`src/rtl/hilo_div_unit.sv`:
```
// Iterative restoring divider for DIV/DIVU: one quotient bit per cycle, then a sign-fix cycle.
// Quotient goes to the LO path, remainder to the HI path.
module hilo_div_unit #(
  parameter int unsigned WIDTH = 32
) (
  input  logic             clk,
  input  logic             rst,
  input  logic             start,
  input  logic             is_signed,
  input  logic [WIDTH-1:0] dividend,
  input  logic [WIDTH-1:0] divisor,
  output logic [WIDTH-1:0] q,
  output logic [WIDTH-1:0] r,
  output logic             busy,
  output logic             done,
  output logic             dbz
);

  localparam int unsigned CntW = $clog2(WIDTH) + 1;

  typedef enum logic [1:0] {StIdle, StRun, StFix} state_e;

  state_e            state_q, state_d;
  logic [CntW-1:0]   cnt_q, cnt_d;
  logic [WIDTH-1:0]  rem_q, rem_d;
  logic [WIDTH-1:0]  quo_q, quo_d;
  logic [WIDTH-1:0]  dvs_q, dvs_d;
  logic              neg_quo_q, neg_quo_d;
  logic              neg_rem_q, neg_rem_d;
  logic              zero_q, zero_d;
  logic [WIDTH-1:0]  q_q, q_d;
  logic [WIDTH-1:0]  r_q, r_d;
  logic              busy_q, busy_d;
  logic              done_q, done_d;
  logic              dbz_q, dbz_d;

  logic              dvd_neg, dvs_neg;
  logic [WIDTH-1:0]  dvd_mag, dvs_mag;
  logic [WIDTH:0]    rem_sh, trial;
  logic [WIDTH-1:0]  q_fix, r_fix;

  always_comb begin
    state_d   = state_q;
    cnt_d     = cnt_q;
    rem_d     = rem_q;
    quo_d     = quo_q;
    dvs_d     = dvs_q;
    neg_quo_d = neg_quo_q;
    neg_rem_d = neg_rem_q;
    zero_d    = zero_q;
    q_d       = q_q;
    r_d       = r_q;
    busy_d    = busy_q;
    done_d    = 1'b0;
    dbz_d     = dbz_q;

    dvd_neg = is_signed & dividend[WIDTH-1];
    dvs_neg = is_signed & divisor[WIDTH-1];
    dvd_mag = dvd_neg ? (~dividend + 1'b1) : dividend;
    dvs_mag = dvs_neg ? (~divisor + 1'b1) : divisor;

    // Remainder stays below the divisor, so WIDTH+1 bits hold the shifted value and trial sign.
    rem_sh = {rem_q, quo_q[WIDTH-1]};
    trial  = rem_sh - {1'b0, dvs_q};

    // Divide-by-zero leaves rem = |dividend|, so the normal sign fix restores the original bits.
    q_fix = zero_q ? {WIDTH{1'b1}} : (neg_quo_q ? (~quo_q + 1'b1) : quo_q);
    r_fix = neg_rem_q ? (~rem_q + 1'b1) : rem_q;

    unique case (state_q)
      StIdle: begin
        if (start) begin
          state_d   = StRun;
          cnt_d     = CntW'(WIDTH);
          rem_d     = '0;
          quo_d     = dvd_mag;
          dvs_d     = dvs_mag;
          neg_quo_d = dvd_neg ^ dvs_neg;
          neg_rem_d = dvd_neg;
          zero_d    = (divisor == '0);
          busy_d    = 1'b1;
        end
      end
      StRun: begin
        if (!trial[WIDTH]) begin
          rem_d = trial[WIDTH-1:0];
          quo_d = {quo_q[WIDTH-2:0], 1'b1};
        end else begin
          rem_d = rem_sh[WIDTH-1:0];
          quo_d = {quo_q[WIDTH-2:0], 1'b0};
        end
        cnt_d = cnt_q - 1'b1;
        if (cnt_q == CntW'(1)) begin
          state_d = StFix;
        end
      end
      StFix: begin
        q_d     = q_fix;
        r_d     = r_fix;
        busy_d  = 1'b0;
        done_d  = 1'b1;
        dbz_d   = zero_q;
        state_d = StIdle;
      end
      default: begin
        state_d = StIdle;
        busy_d  = 1'b0;
      end
    endcase
  end

  always_ff @(posedge clk) begin
    if (rst) begin
      state_q   <= StIdle;
      cnt_q     <= '0;
      rem_q     <= '0;
      quo_q     <= '0;
      dvs_q     <= '0;
      neg_quo_q <= 1'b0;
      neg_rem_q <= 1'b0;
      zero_q    <= 1'b0;
      q_q       <= '0;
      r_q       <= '0;
      busy_q    <= 1'b0;
      done_q    <= 1'b0;
      dbz_q     <= 1'b0;
    end else begin
      state_q   <= state_d;
      cnt_q     <= cnt_d;
      rem_q     <= rem_d;
      quo_q     <= quo_d;
      dvs_q     <= dvs_d;
      neg_quo_q <= neg_quo_d;
      neg_rem_q <= neg_rem_d;
      zero_q    <= zero_d;
      q_q       <= q_d;
      r_q       <= r_d;
      busy_q    <= busy_d;
      done_q    <= done_d;
      dbz_q     <= dbz_d;
    end
  end

  assign q    = q_q;
  assign r    = r_q;
  assign busy = busy_q;
  assign done = done_q;
  assign dbz  = dbz_q;

endmodule

```
`config.mk`:
```
export PLATFORM = sky130hd
export DESIGN_NAME = hilo_div_unit
export DESIGN_NICKNAME = d
export VERILOG_FILES = /design/src/rtl/hilo_div_unit.sv
export SDC_FILE = /design/constraint.sdc
export NUM_CORES = 1
export LEC_CHECK = 0
export CAP_MARGIN = 25
export CORE_MARGIN = 2
export CORE_UTILIZATION = 30
export DETAILED_ROUTE_END_ITERATION = 10
export SETUP_SLACK_MARGIN = 0.2
export SYNTH_ARGS = -nofsm -noshare
export SYNTH_HDL_FRONTEND = slang
export SYNTH_SLANG_ARGS = --single-unit
```
`constraint.sdc`:
```
create_clock -name clk -period 3.3 [get_ports clk]
set_input_delay 0.495 -clock clk [delete_from_list [all_inputs] [get_ports clk]]
set_output_delay 0.495 -clock clk [all_outputs]
set_load 0.05 [all_outputs]
```
# == After elaboration in Yosys (flattened, before gate mapping) ==
# Cells that the tools add are included.
# classes
n_bitwise,8
mux,19
n_eq_ne,5
reduce_logical,7
addsub,6
# op_table
cell,n
32-bit two-way mux,8
32-bit by 1-bit adder with 32-bit output (second input constant),4
32-bit NOT,4
32-bit case mux with 2 select lines,2
33-bit by 32-bit subtractor with 33-bit output,1
32-bit logical NOT,1
6-bit case mux with 2 select lines,1
2-bit AND reduction,4
6-bit by 1-bit equality test with 1-bit output (second input constant),1
6-bit two-way mux,1
6-bit by 1-bit subtractor with 6-bit output (second input constant),1
2-bit two-way mux,2
2-bit inequality test (second input constant),2
2-bit case mux with 2 select lines,1
1-bit two-way mux,3
1-bit bitwise AND,2
2-bit by 1-bit equality test with 1-bit output (second input constant),1
2-bit equality test (second input constant),1
2-bit logical NOT,1
1-bit case mux with 2 select lines,1
2-bit nonzero test,1
1-bit NOT,1
1-bit bitwise XOR,1
# word_totals
register_bits,174
in_bits,68
out_inout_bits,67
word_cells,58

# == Logic depth before layout (Yosys ltp) ==
# depth
depth_word,5
mapped_depth,13
ltp_nobuf,11

# == Least setup slack after synthesis ==
# No wires, ideal clock.
# synth_path
kind,register to register
from,register rem_q[0]
to,register rem_q[30]
n_path_buf,3
arrival_ns,2.896
setup_slack_ns,0.274
t_required_ns,3.170
period_less_slack_ns,3.026
stages_incl_launch_ff,14
setup_ns,0.130
path_cell_list,dfxtp_1 -> clkbuf_1 -> inv_1 -> fa_1 -> nand2b_1 -> a21o_1 -> a211o_1 -> a21o_1 -> a221oi_1 -> buf_2 -> buf_2 -> nor2_1 -> a22oi_1 -> o31ai_1
# synth_via
elab_chain_len,3
# synth_lines
element,line_no,text
from (decl),25,"logic [WIDTH-1:0] rem_q, rem_d;"
from (signal assigned),130,rem_q <= rem_d;
33-bit by 32-bit subtractor with 33-bit output,64,"trial = rem_sh - {1'b0, dvs_q};"
32-bit two-way mux,85,if (!trial[WIDTH]) begin
32-bit case mux with 2 select lines,70,unique case (state_q)
# Every way passes these cells.
# A chain may end at the register's enable or synchronous reset.

# == Worst setup path after layout ==
# layout_path
from,register quo_q[16]
to,"register q_q[27], in the netlist q[27]"
# layout_via
elab_chain_len,4
# layout_lines
element,line_no,text
from (decl),26,"logic [WIDTH-1:0] quo_q, quo_d;"
from (signal assigned),131,quo_q <= quo_d;
32-bit NOT,67,q_fix = zero_q ? {WIDTH{1'b1}} : (neg_quo_q ? (~quo_q + 1'b1) : quo_q);
32-bit by 1-bit adder with 32-bit output,67,
32-bit two-way mux (2 in a row),67,
to (signal assigned),136,q_q <= q_d;
to (decl),31,"logic [WIDTH-1:0] q_q, q_d;"
# Every way passes these cells.

==> results.py <==
metrics = {
    "place": {
        "portBuffers": 134,
        "gp_congestion": 0.877,
        "dp_hpwl_mm": 23.5,
    },
    "sta": {
        "period_minus_slack_ns": 3.00,
        "finalSetupViolCount": 0,
        "slew-limit-headroom_pct": 31.2,
        "rsz0062_at_grt": "no",
        "slew_violations": 0,
        "worst_pin_slew_ns": 1.03,
        "finalSetupTns_ns": 0,
        "fmax_mhz": 333,
        "hold_viol": 0,
        "min_period_over_period_pct": 90.9,
        "clock_skew_ns": 0.00855,
    },
    "finish": {
        "antennaDiodeCount": 0,
        "nFillCells": 3581,
        "layout-drive-gt1-share_pct": 9.31,
        "register_area_um2": 3490,
        "multi_input_area_um2": 6710,
        "area_growth_pct": 27.0,
        "nets": 1598,
    },
    "yosys": {
        "synth_top_cell_by_area": "dfxtp_1",
        "syn_area_per_cell_um2": 7.84,
        "synth-seq-cells": 174,
        "async_reset_ff_share_pct": 0,
        "ys_warn_count": 0,
        "netlist_area_um2": 10600,
        "yosys_most_used_dff": "dfxtp_1",
        "yosys-top-cells-area": "dfxtp_1 (33%), xor2_1 (6.8%), a211oi_1 (6.2%), nor2_1 (5.3%), a21oi_1 (5.1%)",
        "synth_nets": 1461,
        "yosysSeqAreaShare_pct": 32.8,
        "yosys.cell_types.count": 60,
        "syn_inst": 1354,
        "yosysTopAreaCellShare_pct": 32.8,
        "synth_edf_count": 0,
    },
    "floorplanning": {
        "core_area_um2": 34700,
        "pin_count": 135,
        "die-area_um2": 36900,
        "die_h_um": 192,
        "initial_core_util_pct": 30.6,
        "die_width_um": 192,
        "num_rows": 68,
    },
    "pwr": {
        "power_mw": 7.92,
        "cellLeakagePower_nw": 4.82,
        "irDropWorstVdd_uv": 438,
        "powerDensity_nw_per_um2": 588,
    },
    "critical_path": {
        "critical_path_arrival_ns": 3.30,
        "endpoint_kind": "register",
        "critPathMaxFanout": 5,
        "reg2reg_from": "quo_q[16]",
        "worstSetupStartpoint": "quo_q[16]",
        "required_ns": 3.60,
        "critPathKind": "register to register",
        "start_kind": "register",
    },
    "worst_hold_path": {
        "worstHoldStart": "r[29]",
        "worstHoldPathType": "register to register",
    },
    "global_routing": {
        "grt_max_degree": 82,
        "grt_pass1_vias": 8933,
        "overflow": 0,
        "grt_pass1_wl_mm": 48.1,
        "antenna_found_initial": 0,
        "gr-usage-all-layers_pct": 16.3,
    },
    "drt": {
        "viasPerCell": 5.07,
        "routedWlPerCell_um": 15.6,
        "drt-initial-drc-count": 623,
        "vias": 9919,
        "final_antenna_net_count": 0,
        "drc_errors": 0,
        "dr.pass1.iters": 5,
        "routed_wl_mm": 30.5,
    },
    "clocking": {
        "cts_tree": "built",
        "root_buffer": "clkbuf_16",
        "cts_buffers": 17,
        "htree_levels": 4,
        "cts.sinks": 174,
        "clockBufferDepth": 2,
        "clk_latency_ns": 0.43,
        "path_clk_slew_ns": 0.07,
    },
    "run": {
        "max_cap_violations": 0,
    },
    "outcome": {
        "outcome": "finished clean",
    },
}
-- sequential cells by signal, summed over array words and instances (netlist names) --
register and flops:
dvs_q 32, q 32, quo_q 32, r 32
rem_q 32, cnt_q 6, state_q 2, busy 1
dbz 1, done 1, neg_quo_q 1, neg_rem_q 1
zero_q 1
-- placed cells by master, fill, tap and decap left out, types with 6 or more instances in the layout --
cell type        count
clkdlybuf4s50_1    133
nand2_1            132
xnor2_1             57
clkbuf_16           19
a211oi_1            87
ha_1                37
a311oi_1             6
a22oi_1             32
mux2i_1             18
nor4_1               9
nor3_1              25
or4_1               12
buf_4               68
a21o_1              10
nor2_1             148
o41ai_1             14
nand3_1             14
o31ai_1             31
a31oi_1             10
nand2b_1             8
inv_1               51
nor2b_1              8
nand4_1              7
o21ai_0             76
or3_1               19
a21oi_1            109
xor2_1              83
dfxtp_1            172
-- critical path, stage by stage (launching register included) --
cell and delay, ns:
dfxtp_1 0.38, or4_4 0.51, or3_4 0.36, or4_4 0.45
or4_4 0.53, o31ai_1 0.25, xor2_1 0.28, a211oi_1 0.12
-- worst paths after layout --
check,slack [ns],cells past startpoint,end
worst min register to register,0.45,2,r[29]
worst min-delay path,0.45,2,r[29]
worst max register to register,0.30,7,q[27]
worst max-delay path,0.30,7,q[27]
-- report_power, final --
group,switching [mW],internal (mW)
Combinational,1.89,1.55
Clock,0.904,1.07
Sequential,0.237,2.27
Total,3.03,4.89
-- final cells by class --
cell class	count	area share (%)
sequential	174	25.9
clock inverter	13	0.947
timing repair buffer	206	14.5
clock buffer	18	3.26
inverter	51	1.42
multi-input combinational	1041	49.8
tap	455	4.22
-- cells by family (layout without fill, tap and decap cells) --
kind of cell | after synthesis | after routing | synth area share, %
adder cells (fa/ha/maj) | 39 | 39 | 4.67
multiplexers | 18 | 18 | 1.70
flip-flops | 174 | 174 | 32.8
XOR/XNOR | 140 | 140 | 11.5
AND/OR/NAND/NOR | 430 | 430 | 18.9
AO/OA/AOI/OAI | 414 | 414 | 25.4
buffers and inverters | 139 | 288 | 4.95
-- synth_stat cells (4+ instances only) --
master and number:
a21o_1 10, nand4b_1 5, nor2b_1 9, o21a_1 4, nand4_1 7, a311oi_1 6, nor3_1 28, dfxtp_1 174
nor2_1 151, and3_1 4, or4_4 4, o21bai_1 5, and2_1 4, a31oi_1 10, nand3_1 14, xnor2_1 57
inv_1 51, nand2b_1 8, clkbuf_1 81, o21ai_0 76, nand2_1 132, a22oi_1 32, mux2i_1 18, xor2_1 83
ha_1 38, or3_1 20, or2_2 5, nor4_1 11, a21oi_1 109, or4_1 13, o41ai_1 15, a211oi_1 87
buf_1 4, o211ai_1 5, o31ai_1 32
-- per-stage QoR --
step	instance area, µm²	util (%)	hold slack (ns)	worst slack [ns]	instances
after floorplan	10600	-	0.425	0.274	1354
after global placement	12800	36.8	0.440	-0.192	1922
after detailed placement	12800	36.8	0.446	-0.222	1922
after CTS	13300	38.4	0.461	0.173	1953
after global routing	13500	38.8	0.480	0.177	1958
final	13500	38.8	0.452	0.301	1958
-- metal layers --
| layer | track usage (%) | wire length (µm) |
|---|---|---|
| met5 | 0 | 0 |
| met4 | 4.11 | 278 |
| met3 | 2.06 | 1060 |
| met2 | 23.5 | 12900 |
| met1 | 25.3 | 16300 |
-- timing repair --
| action | 4_1_cts | 5_1_grt |
|---|---|---|
| resized for setup | 0 | 16 |
| pin swaps | 0 | 3 |
| setup buffers | 0 | 3 |
| endpoints found under the hold margin | 0 | 0 |
| hold buffers | 0 | 0 |
| gates cloned | 0 | 2 |
| endpoints found under the setup margin | 1 | 45 |
Note: power is estimated with default switching activity, not from simulation.
